`src/rtl/div_unit.sv`:
```
// ---------------------------------------------------------------------------
// div_unit : iterative RV32M divider (DIV, DIVU, REM, REMU)
//
// Radix-2 restoring divider, one quotient bit per clock. Operands are turned
// into magnitudes at accept time, and the recorded signs are applied in a
// final FIX cycle. Divide-by-zero and signed overflow finish in one cycle.
//
// Optional build macro:
//   DIV_REUSE_EN - keeps a single-entry cache of the last completed division
//                  (operands, signedness, quotient and remainder). A DIV
//                  followed by a REM on the same operands, or the reverse,
//                  then completes in one cycle.
//
// Latency: 1 cycle for special cases and cache hits, 34 cycles otherwise.
// ---------------------------------------------------------------------------
module div_unit #(
    parameter int XLEN  = 32,
    parameter int CNT_W = 6
) (
    input  logic            i_clk,
    input  logic            i_rst_n,
    input  logic            i_start,
    input  logic [1:0]      i_func,
    input  logic [XLEN-1:0] i_dividend,
    input  logic [XLEN-1:0] i_divisor,
    input  logic            i_flush,
    output logic            o_busy,
    output logic            o_done,
    output logic [XLEN-1:0] o_result
);

    // Most negative signed value; the only dividend that can overflow DIV.
    localparam logic [XLEN-1:0]  MIN_NEG  = {1'b1, {(XLEN-1){1'b0}}};
    // Counter value in the cycle that produces the last quotient bit.
    localparam logic [CNT_W-1:0] CNT_LAST = CNT_W'(XLEN-1);

    typedef enum logic [1:0] {
        S_IDLE = 2'd0,
        S_RUN  = 2'd1,
        S_FIX  = 2'd2,
        S_DONE = 2'd3
    } state_t;

    // ------------------------------------------------------------------
    // Registers
    // ------------------------------------------------------------------
    state_t            r_state;
    logic              r_busy;
    logic              r_done;
    logic [XLEN-1:0]   r_result;
    logic [CNT_W-1:0]  r_cnt;
    logic [XLEN-1:0]   r_rem;       // partial remainder
    logic [XLEN-1:0]   r_quot;      // dividend bits shifting out, quotient shifting in
    logic [XLEN-1:0]   r_divisor;   // divisor magnitude
    logic              r_sel_rem;   // 1: return remainder, 0: return quotient
    logic              r_q_neg;     // quotient must be negated in FIX
    logic              r_r_neg;     // remainder must be negated in FIX

    // ------------------------------------------------------------------
    // Operand conditioning at accept time
    // ------------------------------------------------------------------
    logic              w_signed;
    logic              w_a_neg;
    logic              w_b_neg;
    logic [XLEN-1:0]   w_a_abs;
    logic [XLEN-1:0]   w_b_abs;
    logic              w_special;
    logic [XLEN-1:0]   w_special_res;
    logic              w_hit;
    logic [XLEN-1:0]   w_hit_res;
    logic              w_can_accept;
    logic              w_take_fast;
    logic              w_take_run;

    assign w_signed = ~i_func[0];
    assign w_a_neg  = w_signed & i_dividend[XLEN-1];
    assign w_b_neg  = w_signed & i_divisor[XLEN-1];
    assign w_a_abs  = w_a_neg ? -i_dividend : i_dividend;
    assign w_b_abs  = w_b_neg ? -i_divisor  : i_divisor;

    // Detect the two operand patterns whose results are fixed by the ISA
    always_comb begin
        // NOTE: every output of an always_comb gets a default first so that
        // no path leaves it unassigned, which would infer a latch.
        w_special     = 1'b0;
        w_special_res = '0;
        if (i_divisor == '0) begin
            w_special     = 1'b1;
            w_special_res = i_func[1] ? i_dividend : '1;
        end else if (w_signed && (i_dividend == MIN_NEG) && (i_divisor == '1)) begin
            w_special     = 1'b1;
            w_special_res = i_func[1] ? '0 : MIN_NEG;
        end
    end

    assign w_can_accept = (r_state == S_IDLE) || (r_state == S_DONE);
    assign w_take_fast  = i_start & w_can_accept & (w_special | w_hit);
    assign w_take_run   = i_start & w_can_accept & ~w_special & ~w_hit;

    // ------------------------------------------------------------------
    // Datapath: restoring iteration and final sign correction
    // ------------------------------------------------------------------
    logic [XLEN-1:0]   w_shift;     // low XLEN bits of the shifted remainder
    logic [XLEN:0]     w_diff;      // 33-bit trial difference
    logic              w_ge;        // trial difference is non-negative
    logic [XLEN-1:0]   w_q_fix;
    logic [XLEN-1:0]   w_r_fix;

    assign w_shift = {r_rem[XLEN-2:0], r_quot[XLEN-1]};
    assign w_diff  = {r_rem[XLEN-1], w_shift} - {1'b0, r_divisor};
    assign w_ge    = ~w_diff[XLEN];
    assign w_q_fix = r_q_neg ? -r_quot : r_quot;
    assign w_r_fix = r_r_neg ? -r_rem  : r_rem;

    // ------------------------------------------------------------------
    // Optional result cache
    // ------------------------------------------------------------------
`ifdef DIV_REUSE_EN
    logic              r_op_uns;    // signedness of the operation in flight
    logic [XLEN-1:0]   r_op_a;      // raw operands of the operation in flight
    logic [XLEN-1:0]   r_op_b;
    logic              r_c_valid;
    logic              r_c_uns;
    logic [XLEN-1:0]   r_c_a;
    logic [XLEN-1:0]   r_c_b;
    logic [XLEN-1:0]   r_c_quot;
    logic [XLEN-1:0]   r_c_rem;

    assign w_hit     = r_c_valid && (r_c_a == i_dividend) && (r_c_b == i_divisor)
                       && (r_c_uns == i_func[0]);
    assign w_hit_res = i_func[1] ? r_c_rem : r_c_quot;

    // Capture raw operands on accept and fill the cache when an op completes
    always_ff @(posedge i_clk or negedge i_rst_n) begin
        if (!i_rst_n) begin
            // NOTE: the cache contents are reset along with the valid bit;
            // only r_c_valid matters functionally, but clearing everything
            // keeps post-reset state fully deterministic.
            r_op_uns  <= 1'b0;
            r_op_a    <= '0;
            r_op_b    <= '0;
            r_c_valid <= 1'b0;
            r_c_uns   <= 1'b0;
            r_c_a     <= '0;
            r_c_b     <= '0;
            r_c_quot  <= '0;
            r_c_rem   <= '0;
        end else if (i_flush) begin
            r_c_valid <= 1'b0;
        end else begin
            if (w_take_run) begin
                r_op_uns <= i_func[0];
                r_op_a   <= i_dividend;
                r_op_b   <= i_divisor;
            end
            if (r_state == S_FIX) begin
                r_c_valid <= 1'b1;
                r_c_uns   <= r_op_uns;
                r_c_a     <= r_op_a;
                r_c_b     <= r_op_b;
                r_c_quot  <= w_q_fix;
                r_c_rem   <= w_r_fix;
            end
        end
    end
`else
    assign w_hit     = 1'b0;
    assign w_hit_res = '0;
`endif

    // ------------------------------------------------------------------
    // Control FSM with registered BUSY/DONE/RESULT
    // ------------------------------------------------------------------
    // Sequence IDLE -> RUN (32 iterations) -> FIX -> DONE, with 1-cycle paths
    always_ff @(posedge i_clk or negedge i_rst_n) begin
        if (!i_rst_n) begin
            r_state   <= S_IDLE;
            r_busy    <= 1'b0;
            r_done    <= 1'b0;
            r_result  <= '0;
            r_cnt     <= '0;
            r_rem     <= '0;
            r_quot    <= '0;
            r_divisor <= '0;
            r_sel_rem <= 1'b0;
            r_q_neg   <= 1'b0;
            r_r_neg   <= 1'b0;
        end else if (i_flush) begin
            // Pipeline kill: drop the operation and any START at this edge;
            // RESULT keeps the last completed value.
            r_state <= S_IDLE;
            r_busy  <= 1'b0;
            r_done  <= 1'b0;
        end else begin
            case (r_state)
                S_IDLE, S_DONE: begin
                    // NOTE: state registers use non-blocking assignments so
                    // every register samples pre-edge values, independent of
                    // statement order.
                    r_state <= S_IDLE;
                    r_busy  <= 1'b0;
                    r_done  <= 1'b0;
                    if (w_take_fast) begin
                        r_state  <= S_DONE;
                        r_done   <= 1'b1;
                        r_result <= w_special ? w_special_res : w_hit_res;
                    end else if (w_take_run) begin
                        r_state   <= S_RUN;
                        r_busy    <= 1'b1;
                        r_cnt     <= '0;
                        r_rem     <= '0;
                        r_quot    <= w_a_abs;
                        r_divisor <= w_b_abs;
                        r_sel_rem <= i_func[1];
                        r_q_neg   <= w_a_neg ^ w_b_neg;
                        r_r_neg   <= w_a_neg;
                    end
                end

                S_RUN: begin
                    r_rem  <= w_ge ? w_diff[XLEN-1:0] : w_shift;
                    r_quot <= {r_quot[XLEN-2:0], w_ge};
                    r_cnt  <= r_cnt + 1'b1;
                    if (r_cnt == CNT_LAST) begin
                        r_state <= S_FIX;
                    end
                end

                S_FIX: begin
                    r_result <= r_sel_rem ? w_r_fix : w_q_fix;
                    r_state  <= S_DONE;
                    r_busy   <= 1'b0;
                    r_done   <= 1'b1;
                end

                default: begin
                    r_state <= S_IDLE;
                    r_busy  <= 1'b0;
                    r_done  <= 1'b0;
                end
            endcase
        end
    end

    assign o_busy   = r_busy;
    assign o_done   = r_done;
    assign o_result = r_result;

endmodule
```
`config.mk`:
```
export PLATFORM = sky130hd
export DESIGN_NAME = div_unit
export DESIGN_NICKNAME = d
export VERILOG_FILES = /design/src/rtl/div_unit.sv
export SDC_FILE = /design/constraint.sdc
export NUM_CORES = 1
export LEC_CHECK = 0
export ABC_AREA = 1
export ABC_CLOCK_PERIOD_IN_PS = 7200
export CORE_MARGIN = 2
export CORE_UTILIZATION = 54
export CTS_CLUSTER_SIZE = 24
export DETAILED_ROUTE_END_ITERATION = 16
export PLACE_DENSITY = 0.72
export SLEW_MARGIN = 20
export SYNTH_ARGS = -nofsm -noshare
export SYNTH_HDL_FRONTEND = slang
export SYNTH_SLANG_ARGS = --single-unit
```
`constraint.sdc`:
```
create_clock -name i_clk -period 7.2 [get_ports i_clk]
set_input_delay 1.44 -clock i_clk [delete_from_list [all_inputs] [get_ports i_clk]]
set_output_delay 1.44 -clock i_clk [all_outputs]
set_load 0.01 [all_outputs]
```
==> results.json <==
{
  "first_pass_iters": 6,
  "placement_rows": 57,
  "yosys_register_bits": 141,
  "synth_cell_type_count": 41,
  "fp.dieH_um": 162,
  "setup.worst_path.end_class": "flop",
  "synth_top_area_share_pct": 26.1,
  "ant_nets": 0,
  "final_common_cell": "sky130_fd_sc_hd__nand2_1",
  "status": "finished, final reports clean",
  "tritoncts.num_buffers": 17,
  "initialDrtViolationCount": 1653,
  "synth.avg_cell_area_um2": 5.93,
  "placement.io_buffers": 103,
  "number_of_buffers_on_the_longest_clock_path": 2,
  "gp_congestion": 0.946,
  "clock_skew_ps": 13.9,
  "tritoncts": "yes",
  "min_period_over_period_pct": 62.5,
  "grt_pass1_wl_mm": 72.2,
  "fillCellCount": 2419,
  "ir_worst_vdd_uv": 311,
  "postCtsSetupRepairBufs": 0,
  "max_slew.worst_pin.slew_ps": 1030,
  "first_global_vias": 13620,
  "critical_path.most_common_cell": "sky130_fd_sc_hd__nand3_1",
  "final_number_of_hold_violating_endpoints": 0,
  "global_route.usage.total_pct": 34.7,
  "cellLeakagePower_nw": 8.05,
  "mostFrequentLayoutCells": "sky130_fd_sc_hd__nand2_1 (793), sky130_fd_sc_hd__inv_1 (294), sky130_fd_sc_hd__nand3_1 (230)",
  "critical_path.slowest_cell": "sky130_fd_sc_hd__clkinv_1",
  "worstSetupStartpoint": "i_dividend[0]",
  "finish.net_count": 2447,
  "synthAdderAreaFrac_pct": 3.85,
  "max_clock_freq_ghz": 0.222,
  "synth_top_area_cell": "sky130_fd_sc_hd__dfrtp_1",
  "post_cts.resized_instances": 0,
  "global_route.overflow_total": 0,
  "boundaryPins": 104,
  "hold_class": "flop to flop",
  "cp_cell_sequence": "clkdlybuf4s50_1 > inv_1 > ha_1 > nand3_1 > nor2_1 > nand2_1 > nor2_1 > nand3_1 > nand3_1 > nor2_4 > clkinv_1 > o21ai_0",
  "number_of_antenna_violations_at_the_first_check_in_global_routing": 0,
  "clkTransAtPathRegs_ps": 70,
  "maxSlewViolCount": 0,
  "htree_levels": 4,
  "holdCritStartpoint": "o_result[7]",
  "synth_warnings": 0,
  "wire_per_inst_um": 17.0,
  "routed-via-count": 14982,
  "synthTopCellsByArea": "sky130_fd_sc_hd__dfrtp_1 (26%), sky130_fd_sc_hd__nand2_1 (22%), sky130_fd_sc_hd__nand3_1 (8.5%), sky130_fd_sc_hd__inv_1 (8.2%), sky130_fd_sc_hd__nor2_1 (6.2%)",
  "share_of_the_synthesized_area_in_compound_gates_ao_oa_aoi_oai_pct": 11.1,
  "postLayoutSetupSlackWorst_ps": 2700,
  "setup_viol": 0,
  "final_layout_size_suffix_gt1_share_pct": 4.00,
  "postCtsHoldBufs": 0,
  "timing.critical_path.arrival_ps": 4830,
  "synth-xor-area-share_pct": 4.27,
  "crit-reg2reg-launch": "r_state[1]",
  "critPathRequiredTime_ps": 7530,
  "max_stage_delay_ps": 810,
  "antenna_cells": 0,
  "combinational_family_with_the_most_area_after_synthesis": "simple AND/OR/NAND/NOR gates",
  "synth_nets": 2392,
  "setup_total_negative_slack_ps": 0,
  "max_slew_margin_pct": 31.5,
  "critical_path_peak_fanout": 36,
  "path_class": "input pin to flop",
  "post-dp-hpwl_mm": 34.8,
  "wirelength_mm": 45.4,
  "pin_count_of_the_biggest_net_entering_global_routing": 79,
  "worst_skew_pair.late_latency_ps": 440,
  "fin_crit_ps": 4500,
  "die_width_um": 162,
  "initial_utilization_pct": 55.3,
  "floorplan.core_area_um2": 24500,
  "multi_input_comb_area_um2": 8470,
  "cp-start-kind": "input pin",
  "routed_via_count_divided_by_cell_count": 5.60,
  "final-seq-area_um2": 3530,
  "synth-simple-area-share_pct": 43.3,
  "remaining_drc_errors": 0,
  "pre_cts_slack_ps": 2330,
  "synth-seq-area-share_pct": 26.1,
  "max_cap_check_violation_count": 0,
  "gate_count_after_technology_mapping": 2281,
  "die_area_um2": 26300,
  "clk_root_buffer_cell": "sky130_fd_sc_hd__clkbuf_16",
  "synthMuxAreaShare_pct": 0,
  "mappedNetlistArea_um2": 13500,
  "power.density_nw_per_um2": 322,
  "syn2layout_area_growth_pct": 12.7,
  "rsz0062_at_grt": "false",
  "clkSinkCount": 141
}
sequential cells by signal, indices dropped and copies added, names as in the netlist:
name	cells
r_rem	32
r_q_neg	1
o_busy	1
r_divisor	32
r_sel_rem	1
o_result	32
o_done	1
r_quot	32
r_r_neg	1
r_state	2
r_cnt	6
cell usage after synthesis (all sizes together):
library cell,number
fa,1
or2,10
nand4,65
a31oi,3
and2,3
o31ai,4
o21bai,5
inv,296
nor3,23
buf,39
a21oi,62
nor2,230
xnor2,20
nand3,234
a21o,1
o211ai,5
nand2,800
ha,40
clkinv,4
clkbuf,37
xor2,46
nor3b,1
nand3b,12
o21ai,197
and3,2
dfrtp,141
path summary, 6_finish.rpt:
| path | slack, ps | to | cells after the start |
|---|---|---|---|
| min in group asynchronous | 970 | r_rem[2] | 1 |
| worst min-delay path | 480 | o_result[7] | 2 |
| worst max register to register | 2890 | r_rem[10] | 12 |
| worst min register to register | 480 | o_result[7] | 2 |
| worst max-delay path | 2700 | r_divisor[5] | 12 |
| max in group asynchronous | 5040 | r_quot[30] | 2 |
area by class of cell:
| type | instances | area share [%] |
|---|---|---|
| tap | 324 | 2.66 |
| inverter | 300 | 7.42 |
| timing repair buffer | 112 | 7.24 |
| clock buffer | 18 | 2.88 |
| sequential | 141 | 23.1 |
| clock inverter | 14 | 1.16 |
| multi-input combinational | 1764 | 55.5 |
power breakdown:
part / leakage, nW / switching (W) / internal (W)
combinational: 5.91 / 0.00182 / 0.000864
clock: 0.299 / 0.000409 / 0.000535
sequential: 1.84 / 0.000207 / 0.00107
total: 8.05 / 0.00244 / 0.00247
critical path, delay by kind of cell:
kind	cells	cell delay (ps)
adder cells (fa/ha/maj)	1	230
buffers and inverters	3	1390
AND/OR/NAND/NOR	7	1350
AO/OA/AOI/OAI	1	410
kinds of logic (layout without fill, tap and decap cells):
logic type | Yosys count | count (layout)
flops | 141 | 141
simple gates | 1380 | 1380
xor+xnor | 66 | 66
compound gates | 277 | 277
fa+ha+maj | 41 | 41
buf+inv | 376 | 444
routing by layer:
metal	up-vias	GRT usage (%)	wire length (um)
li1	7391	-	-
met1	6791	50.1	20600
met2	710	54.3	19900
met3	90	4.57	3780
met4	0	10.5	1180
met5	-	0	0
per-stage QoR:
step                instance area, um2  hold slack [ps]  instances  utilization, %  total power [W]
floorplan                        13500              453       2281               -          0.00305
global placement                 14600              463       2641            59.8          0.00386
detailed placement               14600              465       2641            59.8          0.00391
CTS                              15200              484       2673            62.3          0.00486
global route                     15300              499       2673            62.3          0.00526
finish                           15300              479       2673            62.3          0.00491
(Power assumes the default switching activity.)
